`src/rtl/step_ctrl_pkg.sv`:
```
// Shared types and constants for the step clock controller.
package step_ctrl_pkg;

    // Controller modes: held in datapath reset, halted, or stepping at a rate.
    typedef enum logic [1:0] {
        S_RESET = 2'd0,
        S_STOP  = 2'd1,
        S_RUN   = 2'd2
    } state_t;

    // Button positions in button_n / btn_level.
    localparam int BTN_RST  = 0;
    localparam int BTN_RUN  = 1;
    localparam int BTN_STEP = 2;
    localparam int NUM_BTN  = 3;

    // Width of the displayed step counter.
    localparam int CNT_W = 16;

endpackage

```
`src/rtl/btn_debounce.sv`:
```
// One push-button channel: invert, 2-flop synchronise, debounce, rising-edge detect.
module btn_debounce #(
    parameter int DB_CYCLES = 500000
) (
    input  logic clock,
    input  logic reset,
    input  logic button_n,
    output logic level,
    output logic press
);

    localparam int DB_W = (DB_CYCLES > 1) ? $clog2(DB_CYCLES) : 1;
    localparam logic [DB_W-1:0] DB_LAST = DB_W'(DB_CYCLES - 1);

    logic            sync1_r;
    logic            sync2_r;
    logic            level_r;
    logic            level_d_r;
    logic [DB_W-1:0] cnt_r;
    logic            press_s;

    // Bring the raw active-low button into the clock domain as an active-high level.
    always_ff @(posedge clock) begin
        if (reset) begin
            sync1_r <= 1'b0;
            sync2_r <= 1'b0;
        end else begin
            sync1_r <= ~button_n;
            sync2_r <= sync1_r;
        end
    end

    // Flip the level only after the synchronised input has disagreed for DB_CYCLES cycles in a row.
    always_ff @(posedge clock) begin
        if (reset) begin
            cnt_r   <= DB_W'(0);
            level_r <= 1'b0;
        end else if (sync2_r != level_r) begin
            if (cnt_r == DB_LAST) begin
                level_r <= sync2_r;
                cnt_r   <= DB_W'(0);
            end else begin
                cnt_r <= cnt_r + DB_W'(1);
            end
        end else begin
            cnt_r <= DB_W'(0);
        end
    end

    // Remember the previous debounced level for edge detection.
    always_ff @(posedge clock) begin
        if (reset) begin
            level_d_r <= 1'b0;
        end else begin
            level_d_r <= level_r;
        end
    end

    // A press is the first cycle of a debounced high level.
    always_comb begin
        press_s = level_r & ~level_d_r;
    end

    assign level = level_r;
    assign press = press_s;

endmodule

```
`src/rtl/step_clock_ctrl.sv`:
```
// Step/run clock-enable generator and stretched datapath reset for the LEGv8 harness.
module step_clock_ctrl
    import step_ctrl_pkg::*;
#(
    parameter int DB_CYCLES  = 500000,
    parameter int RST_HOLD   = 16,
    parameter int RATE_SHIFT = 20
) (
    input  logic             clock,
    input  logic             reset,
    input  logic [2:0]       button_n,
    input  logic [3:0]       run_rate,
    output logic             step_en,
    output logic             dp_reset,
    output logic             running,
    output logic [2:0]       btn_level,
    output logic [CNT_W-1:0] step_count
);

    localparam int HOLD_W = $clog2(RST_HOLD + 2);
    localparam int RATE_W = RATE_SHIFT + 16;
    localparam logic [HOLD_W-1:0] HOLD_INIT = HOLD_W'(RST_HOLD);

    // Terminal count of the run-mode rate counter: 2^(rate+RATE_SHIFT) - 1.
    function automatic logic [RATE_W-1:0] rate_limit(input logic [3:0] rate);
        logic [RATE_W-1:0] one_v;
        one_v = {{(RATE_W-1){1'b0}}, 1'b1};
        return (one_v << (32'(rate) + RATE_SHIFT)) - one_v;
    endfunction

    logic [NUM_BTN-1:0] level_s;
    logic [NUM_BTN-1:0] press_s;

    state_t              state_r;
    state_t              state_nx_s;
    logic [HOLD_W-1:0]   hold_r;
    logic [HOLD_W-1:0]   hold_nx_s;
    logic [RATE_W-1:0]   rate_r;
    logic [RATE_W-1:0]   rate_nx_s;
    logic [RATE_W-1:0]   rate_lim_s;
    logic                step_nx_s;
    logic                step_en_r;
    logic                dp_reset_r;
    logic                running_r;
    logic [CNT_W-1:0]    step_cnt_r;

    for (genvar i = 0; i < NUM_BTN; i++) begin : g_btn
        btn_debounce #(
            .DB_CYCLES(DB_CYCLES)
        ) u_btn (
            .clock    (clock),
            .reset    (reset),
            .button_n (button_n[i]),
            .level    (level_s[i]),
            .press    (press_s[i])
        );
    end

    // Current run-rate terminal count, so a rate change takes effect on the next cycle.
    always_comb begin
        rate_lim_s = rate_limit(run_rate);
    end

    // Next-state logic: reset button dominates, toggle beats step, steps ignored while running.
    always_comb begin
        state_nx_s = state_r;
        hold_nx_s  = hold_r;
        rate_nx_s  = rate_r;
        step_nx_s  = 1'b0;
        if (level_s[BTN_RST]) begin
            state_nx_s = S_RESET;
            hold_nx_s  = HOLD_INIT;
            rate_nx_s  = RATE_W'(0);
        end else begin
            case (state_r)
                S_RESET: begin
                    rate_nx_s = RATE_W'(0);
                    if (hold_r == HOLD_W'(0)) begin
                        state_nx_s = S_STOP;
                    end else begin
                        hold_nx_s = hold_r - HOLD_W'(1);
                    end
                end
                S_STOP: begin
                    rate_nx_s = RATE_W'(0);
                    if (press_s[BTN_RUN]) begin
                        state_nx_s = S_RUN;
                    end else if (press_s[BTN_STEP]) begin
                        step_nx_s = 1'b1;
                    end else begin
                        step_nx_s = 1'b0;
                    end
                end
                S_RUN: begin
                    if (press_s[BTN_RUN]) begin
                        state_nx_s = S_STOP;
                        rate_nx_s  = RATE_W'(0);
                    end else if (rate_r >= rate_lim_s) begin
                        step_nx_s = 1'b1;
                        rate_nx_s = RATE_W'(0);
                    end else begin
                        rate_nx_s = rate_r + RATE_W'(1);
                    end
                end
                default: begin
                    state_nx_s = S_RESET;
                    hold_nx_s  = HOLD_INIT;
                    rate_nx_s  = RATE_W'(0);
                end
            endcase
        end
    end

    // State, counters and registered outputs; dp_reset tracks the state being entered so
    // step_en (only set outside S_RESET) can never overlap it.
    always_ff @(posedge clock) begin
        if (reset) begin
            state_r    <= S_RESET;
            hold_r     <= HOLD_INIT;
            rate_r     <= RATE_W'(0);
            step_en_r  <= 1'b0;
            dp_reset_r <= 1'b1;
            running_r  <= 1'b0;
        end else begin
            state_r    <= state_nx_s;
            hold_r     <= hold_nx_s;
            rate_r     <= rate_nx_s;
            step_en_r  <= step_nx_s;
            dp_reset_r <= (state_nx_s == S_RESET);
            running_r  <= (state_r == S_RUN);
        end
    end

    // Steps since the last datapath reset, wrapping naturally at 16 bits.
    always_ff @(posedge clock) begin
        if (reset) begin
            step_cnt_r <= CNT_W'(0);
        end else if (dp_reset_r) begin
            step_cnt_r <= CNT_W'(0);
        end else if (step_en_r) begin
            step_cnt_r <= step_cnt_r + CNT_W'(1);
        end else begin
            step_cnt_r <= step_cnt_r;
        end
    end

    assign step_en    = step_en_r;
    assign dp_reset   = dp_reset_r;
    assign running    = running_r;
    assign btn_level  = level_s;
    assign step_count = step_cnt_r;

endmodule

```
`config.mk`:
```
export PLATFORM = sky130hd
export DESIGN_NAME = step_clock_ctrl
export DESIGN_NICKNAME = d
export VERILOG_FILES = /design/src/rtl/step_ctrl_pkg.sv /design/src/rtl/btn_debounce.sv /design/src/rtl/step_clock_ctrl.sv
export SDC_FILE = /design/constraint.sdc
export NUM_CORES = 1
export LEC_CHECK = 0
export ABC_AREA = 1
export CAP_MARGIN = 20
export CORE_MARGIN = 5
export CORE_UTILIZATION = 38
export DETAILED_ROUTE_END_ITERATION = 12
export PLACE_DENSITY_LB_ADDON = 0.08
export SYNTH_ARGS = -nofsm -noshare
export SYNTH_HDL_FRONTEND = slang
export SYNTH_HIERARCHICAL = 1
export SYNTH_SLANG_ARGS = --single-unit
```
`constraint.sdc`:
```
create_clock -name clock -period 3.2 [get_ports clock]
set_clock_uncertainty 0.2 [all_clocks]
set_input_delay 0.64 -clock clock [delete_from_list [all_inputs] [get_ports clock]]
set_output_delay 0.64 -clock clock [all_outputs]
set_load 0.05 [all_outputs]
```
==> run_results.csv, run 1 <==
group,metric,value,unit
cts,cts_root_buffer,"clkbuf_16",
placed_design,gp_congestion,0.8343,
floorplan,num_io_pins,31,
global_routing,grt_max_degree,18,
sta,finalSetupViolations,0,
floorplan,die_area,23840,um^2
worst_setup_path,crit_fanout,5,
drt,drt_pre_antenna_iters,5,
worst_setup_path,cpMostUsedCell,"nand2_1",
drt,vias_per_cell,4.593,
sta,maxSlewViolCount,0,
global_routing,overflow,0,
pwr,power_leakage,0.003698,uW
global_routing,grt_pass1_wl,30.45,mm
placed_design,dp_hpwl,13.39,mm
final_layout,fillerInstances,2144,
drt,initialDrtViolationCount,268,
final_layout,area_growth,20.46,%
worst_setup_path,cp_data_arrival_time,3.11,ns
placed_design,place_area,8815,um^2
synth,ys_warn_count,6,
worst_setup_path,end_kind,"flop",
placed_design,dp_cells,1487,
floorplan,fp.dieH,154.4,um
drt,drt.antenna.violating_nets,0,
drt,wl_per_cell,11.55,um
drt,drc,0,
placed_design,numPortBuffers,30,
synth,syn_avg_cell_area,6.897,um^2
sta,whs,0.2036,ns
cts,tritoncts,"done",
worst_setup_path,start_kind,"input pin",
global_routing,antenna_found_initial,0,
drt,drt_wl_total,17.60,mm
floorplan,start_util,38.92,%
cts,worstSkewPairLatency,0.42,ns
final_layout,final_nets,1299,
pwr,cellPowerDensity,410.2,nW/um^2
final_layout,instances_no_fill,1523,
floorplan,chipWidth,154.4,um
final_layout,drive_above_1_share,16.60,%
pwr,vdd_drop_max,0.0003734,V
job,maxCapViolations,0,
global_routing,grt_pass1_vias,6540,
worst_setup_path,slowest_delay,0.30,ns
worst_setup_path,path_cells,"buf_2 > inv_4 > ha_4 > inv_4 > nor2_4 > inv_2 > nor2_1 > nor2_1 > nand2_1 > a21oi_2 > o211ai_1 > ha_1 > nand2_1 > inv_1 > nand2_1 > nand2_1 > a21oi_2 > nand2_2 > nor2_4 > nand4_4 > buf_12 > buf_16 > nor2_1",
synth,synthCells,1149,
synth,synthesis.area,7925,um^2
sta,worst_pin_slew,0.5221,ns
sta,fin_crit_sh,92.45,%
worst_setup_path,critPathRequiredTime,3.36,ns
sta,timing.fmax,0.3380,GHz
worst_setup_path,critPathKind,"in2reg",
cts,clockBufferDepth,2,
final_layout,final_area,9547,um^2
global_routing,grt_usage,15.38,%
cts,cts_sinks,130,
hold_path,hp-class,"reg2reg",
worst_setup_path,cpMaxStageDelayCell,"ha_1",
run_status,outcome,"finished, final reports clean",
sta,hold_viol_final,0,
sta,period_needed,2.958,ns
cts,cts_max_level,4,
drt,vias,6995,
sta,tns,0,ns
sta,slew_headroom,64.93,%
final_layout,antennaDiodeCount,0,
floorplan,rows,52,
floorplan,fp.coreArea,20360,um^2
cts,cts_buffers,17,
cts,clk_pin_slew,0.06,ns
final_layout,final_util,46.88,%
==> flip-flops by register name, indices dropped and copies added, names as in the netlist <==
signal and flops:
dp_reset 1, hold_r 5, step_en 1, g_btn.u_btn/sync2_r 3, rate_r 36, step_count 16
g_btn.u_btn/sync1_r 3, state_r 2, g_btn.u_btn/level 3, g_btn.u_btn/level_d_r 2, g_btn.u_btn/cnt_r 57, running 1
==> what timing repair did <==
action                     in CTS  in global routing
resized for setup              17                 43
hold endpoints to repair        0                  0
pin swaps                       4                 13
gates cloned                    2                  0
hold buffers                    0                  0
setup endpoints to repair      37                 37
buffers inserted                5                  0
==> per-stage QoR <==
stage,power (uW),setup WS (ns)
floorplan,1954,0.03853
global placement,2061,-0.5598
detailed placement,2062,-0.6126
CTS,3976,0.02292
global route,4119,-0.007481
finish,3916,0.2417
==> metal layers <==
metal	wire length, um	GRT usage, %	part of all wire, %	vias up
li1	-	-	-	3783
met2	7815	24.54	44	80
met3	549	3.744	3.1	14
met4	226	4.415	1.3	0
met1	9006	20.74	51	3118
met5	0	0	0	-
==> power by group <==
part	leakage, uW	internal [uW]	total (uW)	switching (uW)
Clock	0.000275	1150	1880	729
Combinational	0.00237	143	355	213
Sequential	0.00105	1660	1680	21.0
Total	0.00370	2950	3920	962
==> critical path: cells and delay by family <==
kind	cells	cell delay, ns
buffers and inverters	7	0.62
adder cells (fa/ha/maj)	2	0.50
AO/OA/AOI/OAI	3	0.46
AND/OR/NAND/NOR	11	0.88
==> cell usage in the layout (no fill, tap or decap), drive strengths merged <==
cell type and n:
buf 38, nor3b 2, inv 157, nor2 257, a21o 1, ha 49, bufinv 2, nand4 22
xor2 36, nor4 2, nand2 280, o21ai 19, nand3 63, clkinvlp 2, dfxtp 130, and2 1
clkinv 7, o22ai 3, xnor2 19, o211ai 3, clkbuf 22, clkdlybuf4s50 26, or2 6, a21oi 61
o21bai 1, nor3 25, a21boi 2, conb 14, o21a 3
==> cell type report <==
type | count | area [um^2] | area share (%)
flip-flops and latches | 130 | 2603 | 27.26
clock inverters | 11 | 113.9 | 1.193
repair buffers | 66 | 613.1 | 6.422
clock buffers | 20 | 446.7 | 4.679
multi-input cells | 869 | 4836 | 50.66
inverters | 157 | 596.8 | 6.252
well taps | 270 | 337.8 | 3.539
==> worst paths after layout <==
kind | endpoint | slack, ns | cells after the start | from
worst max-delay path | rate_r[27] | 0.24 | 23 | run_rate[2]
worst min register to register | g_btn[1].u_btn/sync2_r | 0.20 | 2 | g_btn[1].u_btn/sync1_r
worst max register to register | rate_r[20] | 1.00 | 9 | rate_r[0]
worst min-delay path | g_btn[1].u_btn/sync2_r | 0.20 | 2 | g_btn[1].u_btn/sync1_r
Note: power is estimated with default switching activity, not from simulation.
==> inputs of run 2 (changes only) <==
--- a/config.mk
+++ b/config.mk
@@ -9,8 +9,10 @@
 export CAP_MARGIN = 20
 export CORE_MARGIN = 5
 export CORE_UTILIZATION = 38
+export CTS_CLUSTER_SIZE = 40
 export DETAILED_ROUTE_END_ITERATION = 12
 export PLACE_DENSITY_LB_ADDON = 0.08
+export RECOVER_POWER = 50
 export SYNTH_ARGS = -nofsm -noshare
 export SYNTH_HDL_FRONTEND = slang
 export SYNTH_HIERARCHICAL = 1
==> run 2 against run 1 <==
Via count down 0.24%. Critical endpoint unchanged. Wire length about the same. Sequential power hardly changed. Fmax barely moved. Flip-flop and latch count is the same. Sequential share of layout area up 0.15 points. Register-to-register slack about the same. Setup slack about the same. Highest routed layer unchanged. Utilization down 0.26 points. Die area unchanged.
==> run_results.csv, run 2 (synthesis results as in run 1) <==
group,metric,value,unit
run_status,outcome,"finished, final reports clean",
drt,wl_per_cell,11.56,um
sta,maxSlewViolCount,0,
placed_design,gp_congestion,0.8343,
cts,clockBufferDepth,2,
sta,worst_pin_slew,0.6576,ns
global_routing,antenna_found_initial,0,
floorplan,start_util,38.92,%
global_routing,grt_pass1_vias,6540,
worst_setup_path,critPathRequiredTime,3.36,ns
drt,drc,0,
worst_setup_path,crit_family,"simple AND/OR/NAND/NOR gates",
pwr,cellPowerDensity,411.8,nW/um^2
worst_setup_path,critPathKind,"in2reg",
final_layout,final_nets,1299,
floorplan,num_io_pins,31,
sta,finalSetupViolations,0,
final_layout,drive_above_1_share,15.64,%
cts,cts_hold_buf,0,
cts,cts_buffers,17,
cts,worstSkewPairLatency,0.42,ns
global_routing,overflow,0,
global_routing,grt_max_degree,18,
final_layout,layout_common_cells,"nand2_1 (265), nor2_1 (180), inv_1 (149), dfxtp_1 (130), nor2_2 (62)",
worst_setup_path,cpMostUsedCell,"nand2_1",
sta,fin_crit_sh,92.46,%
sta,slew_headroom,56.05,%
sta,period_needed,2.959,ns
global_routing,grt_pass1_wl,30.45,mm
worst_setup_path,crit_fanout,5,
drt,drt.antenna.violating_nets,0,
cts,cts_sinks,130,
final_layout,largest_reg_flops,57,
worst_setup_path,cpMaxStageDelayCell,"ha_1",
final_layout,area_growth,19.80,%
pwr,vdd_drop_max,0.0003729,V
job,maxCapViolations,0,
floorplan,chipWidth,154.4,um
cts,tritoncts,"done",
floorplan,rows,52,
final_layout,final_util,46.62,%
cts,cts_max_level,4,
worst_setup_path,start_kind,"input pin",
final_layout,antennaDiodeCount,0,
worst_setup_path,path_cells,"buf_2 > inv_4 > ha_4 > inv_4 > nor2_4 > inv_2 > nor2_1 > nor2_1 > nand2_1 > a21oi_2 > o211ai_1 > ha_1 > nand2_1 > inv_1 > nand2_1 > nand2_1 > a21oi_2 > nand2_2 > nor2_4 > nand4_4 > buf_12 > buf_16 > nor2_1",
sta,hold_viol_final,0,
floorplan,die_area,23840,um^2
final_layout,largest-register,"g_btn.u_btn/cnt_r",
cts,clk_pin_slew,0.06,ns
drt,vias,6978,
global_routing,grt_usage,15.38,%
drt,drt_pre_antenna_iters,4,
final_layout,multiInputGateArea,4791,um^2
drt,drt_wl_total,17.60,mm
final_layout,fillerInstances,2157,
pwr,fin_total_pwr,3909,uW
pwr,power_leakage,0.003688,uW
worst_setup_path,slowest_delay,0.30,ns
worst_setup_path,end_kind,"flop",
cts,cts_root_buffer,"clkbuf_16",
final_layout,instances_no_fill,1523,
placed_design,numPortBuffers,30,
worst_setup_path,cp_data_arrival_time,3.11,ns
drt,vias_per_cell,4.582,
worst_setup_path,worst-path-buf-inv,7,
floorplan,fp.dieH,154.4,um
placed_design,dp_hpwl,13.39,mm
drt,initialDrtViolationCount,277,
final_layout,seq_area,2603,um^2
hold_path,hp-class,"reg2reg",
floorplan,fp.coreArea,20360,um^2
sta,timing.fmax,0.3380,GHz
final_layout,final_common_cell,"nand2_1",
placed_design,dp_cells,1487,
-- run 2: metal layers --
| metal | share of wire, % | vias to the layer above | track usage, % |
|---|---|---|---|
| met5 | 0 | - | 0 |
| met4 | 1.3 | 0 | 4.415 |
| met3 | 3.1 | 14 | 3.744 |
| met2 | 45 | 67 | 24.54 |
| met1 | 51 | 3114 | 20.74 |
| li1 | - | 3783 | - |
-- run 2: cell type report --
class,count,area share (%)
sequential,130,27.41
tap,270,3.558
inverter,157,6.286
timing repair buffer,66,6.378
clock buffer,20,4.705
multi-input combinational,869,50.46
clock inverter,11,1.199
-- run 2: path summary, 6_finish.rpt --
path | start | endpoint | slack [ns] | cells past startpoint
worst max-delay path | run_rate[2] | rate_r[27] | 0.24 | 23
worst min-delay path | g_btn[1].u_btn/sync1_r | g_btn[1].u_btn/sync2_r | 0.20 | 2
worst max register to register | rate_r[0] | rate_r[20] | 1.00 | 9
worst min register to register | g_btn[1].u_btn/sync1_r | g_btn[1].u_btn/sync2_r | 0.20 | 2
-- run 2: timing repair --
action,in CTS,in global routing
setup buffers,5,0
resized for setup,17,43
cloned,2,0
endpoints found under the setup margin,37,37
pin swaps,4,13
-- run 2: worst reg2reg max path: cells and delay by family, from the launching register on --
family,cells,cell delay (ns)
flip-flops,1,0.53
adder cells (fa/ha/maj),1,0.32
XOR/XNOR,1,0.19
buffers and inverters,1,0.10
AND/OR/NAND/NOR,6,0.75
-- run 2: per-stage QoR --
step | hold slack, ns | cell area, um^2 | setup WS [ns] | setup TNS (ns)
floorplan | 0.1883 | 8001 | 0.03853 | 0
global placement | 0.1928 | 8815 | -0.5598 | -20.04
detailed placement | 0.1958 | 8815 | -0.6126 | -21.86
CTS | 0.2038 | 9517 | 0.02292 | 0
global route | 0.2211 | 9494 | -0.007472 | -0.007472
finish | 0.2037 | 9494 | 0.2412 | 0
-- run 2: where the power goes --
| group | switching (uW) | internal (uW) | total [uW] |
|---|---|---|---|
| registers | 21.1 | 1660 | 1680 |
| logic | 212 | 140 | 352 |
| clock network | 726 | 1150 | 1880 |
| total | 959 | 2950 | 3910 |
==> inputs of run 3 (changes only) <==
--- a/config.mk
+++ b/config.mk
@@ -6,7 +6,6 @@
 export NUM_CORES = 1
 export LEC_CHECK = 0
 export ABC_AREA = 1
-export CAP_MARGIN = 20
 export CORE_MARGIN = 5
 export CORE_UTILIZATION = 38
 export CTS_CLUSTER_SIZE = 40
==> results of run 3 <==
Final layout, timing and power as in run 2 (identical DEF).
